File: src/rtl/i2s_audio_port_if.sv
// Sample-side bus of i2s_audio_port: DAC pair handshake, underrun flag and ADC publish.
// master = audio peripheral logic, slave = the I2S port.
interface i2s_audio_port_if #(
  parameter int SAMPLE_W = 24
);
  logic [SAMPLE_W-1:0] dac_left;
  logic [SAMPLE_W-1:0] dac_right;
  logic                dac_valid;
  logic                dac_ready;
  logic                dac_underrun;
  logic [SAMPLE_W-1:0] adc_left;
  logic [SAMPLE_W-1:0] adc_right;
  logic                adc_valid;

  modport master (
    output dac_left, dac_right, dac_valid,
    input  dac_ready, dac_underrun, adc_left, adc_right, adc_valid
  );

  modport slave (
    input  dac_left, dac_right, dac_valid,
    output dac_ready, dac_underrun, adc_left, adc_right, adc_valid
  );
endinterface

File: src/rtl/i2s_audio_port.sv
// I2S master: BCLK/LRCK generation, DAC serialiser with one-pair holding buffer, ADC deserialiser.
// Optional macro I2S_LOOPBACK_EN adds a 'loopback' input that feeds aud_dacdat into the capture path.
module i2s_audio_port #(
  parameter int SAMPLE_W = 24,
  parameter int SLOT_W   = 32,
  parameter int BCLK_DIV = 4
) (
  input  logic             clk,
  input  logic             reset_n,
  i2s_audio_port_if.slave  bus,
`ifdef I2S_LOOPBACK_EN
  input  logic             loopback,
`endif
  output logic             aud_bclk,
  output logic             aud_lrck,
  output logic             aud_dacdat,
  input  logic             aud_adcdat
);

  localparam int CW = $clog2(2 * SLOT_W);
  localparam int DW = $clog2(BCLK_DIV);
  localparam logic [DW-1:0] DIV_LAST = DW'(BCLK_DIV - 1);
  localparam logic [DW-1:0] DIV_ONE  = DW'(1);
  localparam logic [CW-1:0] CNT_LAST = CW'(2 * SLOT_W - 1);
  localparam logic [CW-1:0] CNT_ONE  = CW'(1);
  localparam logic [CW-1:0] SLOT_C   = CW'(SLOT_W);
  localparam logic [CW-1:0] SAMPLE_C = CW'(SAMPLE_W);

  logic [DW-1:0]       div_q, div_d;
  logic                bclk_q, bclk_d;
  logic                lrck_q, lrck_d;
  logic                dacdat_q, dacdat_d;
  logic [CW-1:0]       bitcnt_q, bitcnt_d;
  logic                ready_q, ready_d;
  logic                underrun_q, underrun_d;
  logic [SAMPLE_W-1:0] buf_l_q, buf_l_d, buf_r_q, buf_r_d;
  logic [SAMPLE_W-1:0] tx_l_q, tx_l_d, tx_r_q, tx_r_d;
  logic [SAMPLE_W-1:0] rx_l_q, rx_l_d, rx_r_q, rx_r_d;
  logic                pub_q, pub_d;
  logic [SAMPLE_W-1:0] adc_l_q, adc_l_d, adc_r_q, adc_r_d;
  logic                adc_valid_q, adc_valid_d;

  logic          tc_s, rise_s, fall_s, frame_start_s, accept_s, cap_bit_s;
  logic [CW-1:0] nxt_cnt_s, cur_k_s, nxt_k_s;

  // Divider terminal count, BCLK edge events and slot position decode
  always_comb begin
    tc_s          = (div_q == DIV_LAST);
    rise_s        = tc_s && !bclk_q;
    fall_s        = tc_s && bclk_q;
    nxt_cnt_s     = (bitcnt_q == CNT_LAST) ? '0 : bitcnt_q + CNT_ONE;
    cur_k_s       = (bitcnt_q >= SLOT_C) ? bitcnt_q - SLOT_C : bitcnt_q;
    nxt_k_s       = (nxt_cnt_s >= SLOT_C) ? nxt_cnt_s - SLOT_C : nxt_cnt_s;
    frame_start_s = fall_s && (nxt_cnt_s == '0);
    accept_s      = bus.dac_valid && ready_q;
`ifdef I2S_LOOPBACK_EN
    cap_bit_s     = loopback ? dacdat_q : aud_adcdat;
`else
    cap_bit_s     = aud_adcdat;
`endif
  end

  // Next-state logic for divider, serialiser, holding buffer and capture
  always_comb begin
    div_d       = div_q;
    bclk_d      = bclk_q;
    lrck_d      = lrck_q;
    dacdat_d    = dacdat_q;
    bitcnt_d    = bitcnt_q;
    ready_d     = ready_q;
    buf_l_d     = buf_l_q;
    buf_r_d     = buf_r_q;
    tx_l_d      = tx_l_q;
    tx_r_d      = tx_r_q;
    rx_l_d      = rx_l_q;
    rx_r_d      = rx_r_q;
    adc_l_d     = adc_l_q;
    adc_r_d     = adc_r_q;
    underrun_d  = frame_start_s && ready_q;
    pub_d       = rise_s && lrck_q && (cur_k_s == SAMPLE_C);
    adc_valid_d = pub_q;

    if (tc_s) begin
      div_d  = '0;
      bclk_d = !bclk_q;
    end else begin
      div_d  = div_q + DIV_ONE;
    end

    // A frame start only frees a full buffer, so a same-cycle handshake never collides with it
    if (accept_s) begin
      buf_l_d = bus.dac_left;
      buf_r_d = bus.dac_right;
      ready_d = 1'b0;
    end else if (frame_start_s && !ready_q) begin
      ready_d = 1'b1;
    end else begin
      ready_d = ready_q;
    end

    if (fall_s) begin
      bitcnt_d = nxt_cnt_s;
      lrck_d   = (nxt_cnt_s >= SLOT_C);
      if (frame_start_s) begin
        tx_l_d   = ready_q ? '0 : buf_l_q;
        tx_r_d   = ready_q ? '0 : buf_r_q;
        dacdat_d = 1'b0;
      end else if ((nxt_k_s >= CNT_ONE) && (nxt_k_s <= SAMPLE_C)) begin
        if (nxt_cnt_s >= SLOT_C) begin
          dacdat_d = tx_r_q[SAMPLE_W-1];
          tx_r_d   = {tx_r_q[SAMPLE_W-2:0], 1'b0};
        end else begin
          dacdat_d = tx_l_q[SAMPLE_W-1];
          tx_l_d   = {tx_l_q[SAMPLE_W-2:0], 1'b0};
        end
      end else begin
        dacdat_d = 1'b0;
      end
    end else begin
      bitcnt_d = bitcnt_q;
    end

    if (rise_s && (cur_k_s >= CNT_ONE) && (cur_k_s <= SAMPLE_C)) begin
      if (lrck_q) begin
        rx_r_d = {rx_r_q[SAMPLE_W-2:0], cap_bit_s};
      end else begin
        rx_l_d = {rx_l_q[SAMPLE_W-2:0], cap_bit_s};
      end
    end else begin
      rx_l_d = rx_l_q;
    end

    // Publish one clk after the last right-channel bit has been shifted in
    if (pub_q) begin
      adc_l_d = rx_l_q;
      adc_r_d = rx_r_q;
    end else begin
      adc_l_d = adc_l_q;
    end
  end

  // State registers with asynchronous reset
  always_ff @(posedge clk or negedge reset_n) begin
    if (!reset_n) begin
      div_q       <= '0;
      bclk_q      <= 1'b0;
      lrck_q      <= 1'b1;
      dacdat_q    <= 1'b0;
      bitcnt_q    <= CNT_LAST;
      ready_q     <= 1'b1;
      underrun_q  <= 1'b0;
      buf_l_q     <= '0;
      buf_r_q     <= '0;
      tx_l_q      <= '0;
      tx_r_q      <= '0;
      rx_l_q      <= '0;
      rx_r_q      <= '0;
      pub_q       <= 1'b0;
      adc_l_q     <= '0;
      adc_r_q     <= '0;
      adc_valid_q <= 1'b0;
    end else begin
      div_q       <= div_d;
      bclk_q      <= bclk_d;
      lrck_q      <= lrck_d;
      dacdat_q    <= dacdat_d;
      bitcnt_q    <= bitcnt_d;
      ready_q     <= ready_d;
      underrun_q  <= underrun_d;
      buf_l_q     <= buf_l_d;
      buf_r_q     <= buf_r_d;
      tx_l_q      <= tx_l_d;
      tx_r_q      <= tx_r_d;
      rx_l_q      <= rx_l_d;
      rx_r_q      <= rx_r_d;
      pub_q       <= pub_d;
      adc_l_q     <= adc_l_d;
      adc_r_q     <= adc_r_d;
      adc_valid_q <= adc_valid_d;
    end
  end

  assign aud_bclk         = bclk_q;
  assign aud_lrck         = lrck_q;
  assign aud_dacdat       = dacdat_q;
  assign bus.dac_ready    = ready_q;
  assign bus.dac_underrun = underrun_q;
  assign bus.adc_left     = adc_l_q;
  assign bus.adc_right    = adc_r_q;
  assign bus.adc_valid    = adc_valid_q;

endmodule

File: src/flat_wrapper.sv
// flat-port wrapper written by rule: the top's interface ports become plain ports
module i2s_audio_port_flat 
#(
  parameter int SAMPLE_W = 24,
  parameter int SLOT_W   = 32,
  parameter int BCLK_DIV = 4
)
  (clk, reset_n, aud_bclk, aud_lrck, aud_dacdat, aud_adcdat, bus_dac_left, bus_dac_right, bus_dac_valid, bus_dac_ready, bus_dac_underrun, bus_adc_left, bus_adc_right, bus_adc_valid);
  i2s_audio_port_if #(.SAMPLE_W(SAMPLE_W)) bus_i ();
  input  logic clk;
  input  logic reset_n;
  output logic aud_bclk;
  output logic aud_lrck;
  output logic aud_dacdat;
  input  logic aud_adcdat;
  input wire logic [$bits(bus_i.dac_left)-1:0] bus_dac_left;
  input wire logic [$bits(bus_i.dac_right)-1:0] bus_dac_right;
  input wire logic [$bits(bus_i.dac_valid)-1:0] bus_dac_valid;
  output wire logic [$bits(bus_i.dac_ready)-1:0] bus_dac_ready;
  output wire logic [$bits(bus_i.dac_underrun)-1:0] bus_dac_underrun;
  output wire logic [$bits(bus_i.adc_left)-1:0] bus_adc_left;
  output wire logic [$bits(bus_i.adc_right)-1:0] bus_adc_right;
  output wire logic [$bits(bus_i.adc_valid)-1:0] bus_adc_valid;
  assign bus_i.dac_left = bus_dac_left;
  assign bus_i.dac_right = bus_dac_right;
  assign bus_i.dac_valid = bus_dac_valid;
  assign bus_dac_ready = bus_i.dac_ready;
  assign bus_dac_underrun = bus_i.dac_underrun;
  assign bus_adc_left = bus_i.adc_left;
  assign bus_adc_right = bus_i.adc_right;
  assign bus_adc_valid = bus_i.adc_valid;
  i2s_audio_port #(.SAMPLE_W(SAMPLE_W), .SLOT_W(SLOT_W), .BCLK_DIV(BCLK_DIV)) u_core (.clk(clk), .reset_n(reset_n), .bus(bus_i), .aud_bclk(aud_bclk), .aud_lrck(aud_lrck), .aud_dacdat(aud_dacdat), .aud_adcdat(aud_adcdat));
endmodule
File: config.mk
export PLATFORM = sky130hd
export DESIGN_NAME = i2s_audio_port_flat
export DESIGN_NICKNAME = d
export VERILOG_FILES = /design/src/rtl/i2s_audio_port_if.sv /design/src/rtl/i2s_audio_port.sv /design/src/flat_wrapper.sv
export SDC_FILE = /design/constraint.sdc
export NUM_CORES = 1
export LEC_CHECK = 0
export ABC_AREA = 0
export BUFFER_PORTS_ARGS = -buffer_cell sky130_fd_sc_hd__buf_2
export CAP_MARGIN = 40
export CORE_UTILIZATION = 55
export CTS_CLUSTER_SIZE = 10
export DETAILED_ROUTE_END_ITERATION = 10
export PLACE_DENSITY = 0.76
export SYNTH_ARGS = -nofsm -noshare
export SYNTH_HDL_FRONTEND = slang
export SYNTH_SLANG_ARGS = --single-unit
File: constraint.sdc
create_clock -name clk -period 5.2 [get_ports clk]
set_input_delay 0.52 -clock clk [delete_from_list [all_inputs] [get_ports clk]]
set_output_delay 0.52 -clock clk [all_outputs]
set_load 0.03 [all_outputs]
==> impl_metrics.toml, run 1 <==
[outcome]
status = "complete, no violations"

[drt]
ant_nets = 0
vias_per_cell = 5.208
wl_per_cell_um = 16.40
drc = 0
drtPass1Iterations = 4
vias = 4843
wl_um = 15250
drt_iter0_markers = 155

[logic_synthesis]
ys_warn_count = 0
synth_nets = 645
synthCells = 587
syn-cell-area_um2 = 8874
yosysUniqueCellTypes = 39
ys_ff_latch = 207
avgSynthCellArea_um2 = 15.12
yosysSeqAreaShare_pct = 58.49

[worst_setup_path]
cp_top_family = "buffers and inverters"
crit_buf_inv = 2
cp_max_fo = 52
cp_data_required_time_ns = 5.58
cpPeakStageDelay_ns = 0.58
worst_setup_path_end_kind = "register"
crit_slowest_cell = "buf_4"
start_kind = "register"
path_cells = "ha_1 > nand3_2 > xnor2_1 > or2_4 > nor4_4 > buf_4 > a31oi_4 > buf_8 > mux2_4"
critical_path_class = "reg -> reg"
arrival_ns = 3.53

[sta]
fin_crit_sh_pct = 60.52
setup_viol = 0
period_minus_slack_ns = 3.147
report.final.slew_viol_count = 0
hold_viol_final = 0
finalSetupTns_ns = 0
relSlewSlack_pct = 55.24
rsz0062_at_grt = "no"
skew_ns = 0.01668
worstMarginPinSlew_ns = 0.6714
fmax_mhz = 317.8

[die]
core_area_um2 = 15830
die_y_um = 129.0
num_rows = 46
initial_core_util_pct = 56.06
dieArea_um2 = 16650
die_w_um = 129.0
io_pins = 106

[placement]
post-dp-hpwl_um = 9861
place_congestion = 0.8365
placedInstanceArea_um2 = 9683
io_buffers = 105

[global_routing]
grt_use_total_pct = 19.41
grt_max_degree = 118
grt-ovfl-total = 0
grt_pass1_vias = 5208
grt_pass1_wl_um = 25760
antenna_found_initial = 0

[layout]
drive_gt1_share_pct = 55.46
diodes = 0
fin_nets = 758
fillers = 1168
seq_area_um2 = 5191
area_delta_synth_final_pct = 17.08
multi_input_area_um2 = 3505
fin_area_um2 = 10390

[clock_network]
root_buffer = "clkbuf_16"
ctsResizeCount = 0
cts_buffers = 25
postCtsHoldBufs = 0
tritoncts = "yes"
post_cts.repair.setup_buffers = 0
clk_latency_ns = 0.51
cts_buffer_depth = 3
cts_max_level = 1
clk_pin_slew_ns = 0.05
clock-sinks = 207

[hold_path]
hold_path_class = "in -> async"

[run]
cap_violations = 0

[power]
p_leak_uw = 0.005520
pwr_density_cell_nw_per_um2 = 306.4
ir_drop_mv = 0.2442
-- registers in the layout, indices dropped and copies added (netlist names) --
signal,flops
u_core.bus.adc_right,24
u_core.bus.dac_ready,1
u_core.buf_l_q,24
u_core.bitcnt_q,6
u_core.aud_bclk,1
u_core.tx_l_q,24
u_core.aud_lrck,1
u_core.buf_r_q,24
u_core.bus.adc_left,24
u_core.rx_r_q,24
u_core.tx_r_q,24
u_core.div_q,2
u_core.bus.adc_valid,1
u_core.bus.dac_underrun,1
u_core.rx_l_q,24
u_core.aud_dacdat,1
u_core.adc_valid_d,1
-- cell type report --
type	instances	share of cell area [%]
clock inverter	3	0.2047
clock buffer	38	6.588
tap	216	2.601
inverter	4	0.1445
timing repair buffer	116	6.757
multi-input combinational	346	33.73
sequential	207	49.97
-- stage by stage --
stage / hold slack, ns / std cells / utilization [%] / setup slack, ns / power, uW
after CTS: 0.1009 / 930 / 65.64 / 2.025 / 3232
after detailed placement: 0.4248 / 889 / 61.18 / 2.048 / 1703
after floorplan: 0.2244 / 587 / - / 2.478 / 1647
final: 0.08198 / 930 / 65.64 / 2.053 / 3183
after global routing: 0.1233 / 930 / 65.64 / 1.854 / 3303
after global placement: 0.4130 / 883 / 60.36 / 2.120 / 1698
-- cell usage after synthesis --
master	count	area, um^2
mux2_2	211	2376
dfrtp_1	199	4980
nor2b_1	48	300.3
mux2_4	19	285.3
clkbuf_1	15	56.30
nand2_1	13	48.80
buf_6	8	90.09
dfstp_2	8	210.2
mux2_1	7	78.83
ha_1	6	75.07
buf_2	4	20.02
inv_1	4	15.01
nor2_1	4	15.01
and2_1	3	18.77
buf_1	3	11.26
o21ai_0	3	15.01
xnor2_1	3	26.28
xor2_1	3	26.28
a32o_1	2	20.02
nand3_1	2	10.01
nor3_1	2	10.01
o21a_1	2	15.01
or3_1	2	12.51
a21boi_0	1	7.510
a21oi_1	1	5.000
a31oi_4	1	21.27
mux2i_1	1	10.01
nand3_2	1	10.01
nand3b_1	1	7.510
nor2_2	1	6.260
nor3_2	1	10.01
nor3b_1	1	7.510
nor4_4	1	21.27
o2111ai_1	1	8.760
o21ai_2	1	8.760
o21bai_2	1	11.26
o31ai_1	1	7.510
or2_2	1	6.260
or2_4	1	8.760
-- final timing paths --
path | end | slack, ns | cells after the start | from
min in group clk | u_core.buf_l_q[19] | 0.24 | 2 | bus_dac_left[19]
worst min register to register | u_core.div_q[0] | 0.44 | 1 | u_core.div_q[0]
worst min-delay path | u_core.buf_r_q[11] | 0.08 | 2 | reset_n
worst max-delay path | u_core.tx_r_q[7] | 2.05 | 9 | u_core.bitcnt_q[0]
max in group asynchronous | u_core.buf_l_q[12] | 4.01 | 3 | reset_n
worst max register to register | u_core.tx_r_q[7] | 2.05 | 9 | u_core.bitcnt_q[0]
-- worst reg2reg max path: cells and delay by family (launching register included) --
family	cells	cell delay [ns]
buf+inv	2	0.84
compound gates	1	0.24
xor+xnor	1	0.17
mux	1	0.31
flops	1	0.57
fa+ha+maj	1	0.27
simple gates	3	0.62
-- report_power, final --
group | internal, uW | switching, uW | leakage, uW
Clock | 898 | 613 | 0.000338
Combinational | 18.9 | 36.4 | 0.00234
Sequential | 1610 | 1.69 | 0.00285
-- layout by cell type, fill, tap and decap left out, drive strengths merged, types with 2 or more instances in the layout --
master    n
a32o      2
dfstp     8
mux2    237
buf     115
or3       2
xnor2     3
or2       2
o21a      2
inv       5
dfrtp   199
xor2      3
nand2    13
nor3      3
and2      3
ha        6
nor2      5
nor2b    48
nand3     3
o21ai     4
clkbuf   39
-- per-layer routing --
metal | up-vias | share of wire (%) | track usage (%) | routed length, um
met4 | 0 | 2.5 | 6.090 | 385
met1 | 2454 | 44 | 25.54 | 6687
met5 | - | 0 | 0 | 0
li1 | 2276 | - | - | -
met2 | 85 | 50 | 33.04 | 7649
met3 | 28 | 3.5 | 3.344 | 529
-- cells by family after synthesis --
logic type	count (synthesis)	synth area share, %
AO/OA/AOI/OAI	14	1.354
XOR/XNOR	6	0.5923
adder cells (fa/ha/maj)	6	0.8460
buffers and inverters	34	2.171
flip-flops	207	58.49
multiplexers	238	30.99
AND/OR/NAND/NOR	82	5.556
No activity file was read; power rests on OpenSTA's default activity.
==> inputs of run 2 (changes only) <==
--- a/config.mk
+++ b/config.mk
@@ -5,7 +5,7 @@
 export SDC_FILE = /design/constraint.sdc
 export NUM_CORES = 1
 export LEC_CHECK = 0
-export ABC_AREA = 0
+export ABC_AREA = 1
 export BUFFER_PORTS_ARGS = -buffer_cell sky130_fd_sc_hd__buf_2
 export CAP_MARGIN = 40
 export CORE_UTILIZATION = 55
==> constraint.sdc (replaced) <==
create_clock -name clk -period 2.9 [get_ports clk]
set_input_delay 0.29 -clock clk [delete_from_list [all_inputs] [get_ports clk]]
set_output_delay 0.29 -clock clk [all_outputs]
set_load 0.03 [all_outputs]
==> impl_metrics.toml, run 2 <==
[sta]
hold_viol_final = 0
report.final.slew_viol_count = 0
worstMarginPinSlew_ns = 0.7269
layout_setup_ws_ns = 0.4536
period_minus_slack_ns = 2.446
setup_viol = 0
finalSetupTns_ns = 0
rsz0062_at_grt = "no"
fin_crit_sh_pct = 84.36
relSlewSlack_pct = 51.54
skew_ns = 0.007508
fmax_mhz = 408.8

[drt]
ant_nets = 0
drc = 0
vias = 7525
vias_per_cell = 5.061
drtPass1Iterations = 5
drt_iter0_markers = 613
wl_um = 19370
wl_per_cell_um = 13.03

[power]
finalPower_uw = 6442
ir_drop_mv = 0.4848
p_leak_uw = 0.005767
pwr_density_cell_nw_per_um2 = 570.8

[layout]
layout_common_cells = "nand2_1 (255), dfrtp_1 (198), inv_1 (153), buf_2 (104), o21ai_0 (102)"
area_delta_synth_final_pct = 18.17
drive_gt1_share_pct = 15.71
fin_nets = 1307
seq_area_um2 = 5191
fillers = 1336
multi_input_area_um2 = 3347
final_common_cell = "nand2_1"
diodes = 0
final_util_pct = 67.35

[global_routing]
grt-ovfl-total = 0
grt.busiest_layer = "met2"
met2_usage_pct = 36.82
grt_pass1_vias = 7228
grt_pass1_wl_um = 33770
globalRouteMet1Util_pct = 32.12
grt_max_degree = 98
grt_use_total_pct = 22.65
use_met3_pct = 2.986
antenna_found_initial = 0

[run]
cap_violations = 0

[worst_setup_path]
start_kind = "register"
worst_setup_path_end_kind = "register"
critical_path_class = "reg -> reg"
cp_max_fo = 23
arrival_ns = 2.83
r2r-start = "u_core.bitcnt_q[1]"
rr_endpoint = "u_core.tx_r_q[22]"
rr_worst_depth = 10
rrSetupSlack_ns = 0.45
cp_data_required_time_ns = 3.28

[logic_synthesis]
syn-cell-area_um2 = 9552
netlist.area_leader.share_pct = 52.14
avgSynthCellArea_um2 = 8.528
synthArstFlopShare_pct = 100.0
synth_commonest_cells = "nand2_1 (255), dfrtp_1 (199), inv_1 (154)"
ys_warn_count = 0
synth-edff-count = 0
yosys.area.top_type = "dfrtp_1"
synth_nets = 1178
yosysSeqAreaShare_pct = 54.34
yosysUniqueCellTypes = 35
ys_ff_latch = 207
synth.most_common_cell = "nand2_1"
synthFlopType = "dfrtp_1"
synth_area_leaders = "dfrtp_1 (52%), nand2_1 (10%), inv_1 (6.1%), o21ai_0 (5.3%), nand3_1 (4.7%)"
synthCells = 1120

[die]
dieArea_um2 = 17900
initial_core_util_pct = 56.99
die_y_um = 133.8
io_pins = 106
die_w_um = 133.8
core_area_um2 = 16760
num_rows = 47

[clock_network]
clock-sinks = 207
cts_buffers = 24
clk_latency_ns = 0.50
root_buffer = "clkbuf_16"
cts_max_level = 1
clk_pin_slew_ns = 0.05
cts_buffer_depth = 3
ctsResizeCount = 0
post_cts.repair.setup_buffers = 0
tritoncts = "yes"

[hold_path]
holdPathStages = 3
holdPathEnd = "u_core.buf_r_q[13]"
hold_path_class = "in -> reg"
min_from = "bus_dac_right[13]"

[placement]
post-dp-hpwl_um = 11460
io_buffers = 105
place_congestion = 0.8119
pre_cts_slack_ns = 0.4630

[outcome]
status = "complete, no violations"
[run 2: cell types whose count changed after synthesis, moves of 15 or more]
cell	before	now
nand2_1	13	255
buf_2	4	19
o21bai_1	0	46
nand3_1	2	90
a21oi_1	1	49
nor2_1	4	99
nor2b_1	48	0
o21ai_0	3	102
inv_1	4	154
mux2_2	211	3
mux2_4	19	0
clkbuf_1	15	30
[run 2: how the worst max path moves through the flow]
stage          depth (start not counted)                from  slack [ns]                end
2_1_floorplan                         11  u_core.bitcnt_q[1]        1.04  u_core.tx_l_q[10]
3_3_place_gp                          10  u_core.bitcnt_q[1]        0.59   u_core.tx_r_q[8]
3_5_place_dp                          10  u_core.bitcnt_q[1]        0.46   u_core.tx_r_q[7]
4_1_cts                               10  u_core.bitcnt_q[1]        0.46  u_core.tx_r_q[22]
5_1_grt                               13  u_core.bitcnt_q[1]        0.21  u_core.tx_r_q[21]
6_report                              10  u_core.bitcnt_q[1]        0.45  u_core.tx_r_q[22]
[run 2: cell type report]
type | instances | share of cell area, %
clock buffers | 44 | 6.263
inverters | 158 | 5.265
multi-input cells | 688 | 29.65
flip-flops and latches | 207 | 45.99
well taps | 220 | 2.439
repair buffers | 170 | 10.39
[run 2: where the power goes]
part	internal [uW]	switching [uW]	total, uW
combinational	203	346	549
sequential	3120	66.6	3180
clock	1630	1090	2710
[run 2: cells by family (layout without fill, tap and decap cells)]
family,count (synthesis),in the layout,synth area share [%]
simple gates,479,479,22.18
buf+inv,225,372,10.62
flops,207,207,54.34
compound gates,200,200,11.72
fa+ha+maj,6,6,0.7859
mux,3,3,0.3537
[run 2: repair_timing]
| item | CTS | global route |
|---|---|---|
| hold endpoints to repair | 127 | 0 |
| hold buffers | 45 | 0 |
| setup endpoints to repair | 0 | 0 |
[run 2: layer usage]
metal	vias up	wire (um)
li1	3762	-
met3	29	892
met2	203	9129
met5	-	0
met4	0	294
met1	3531	9054
[run 2: metrics by stage]
step                hold slack [ns]  instances  instance area [um^2]
CTS                        0.003014       1487                 11290
detailed placement           0.4128       1398                 10130
floorplan                 -0.005591       1120                  9552
global placement             0.4092       1398                 10130
global route                0.02760       1487                 11290
finish                      0.02030       1487                 11290
[run 2: worst max-delay path: stages, from the launching register on]
cell      delay [ns]
dfstp_2         0.58
ha_1            0.25
nor2_1          0.07
nor2_1          0.22
nor2_4          0.08
nand2_2         0.08
clkinv_2        0.07
nand2_2         0.34
nand2_2         0.38
nand2_1         0.19
nand2_1         0.07
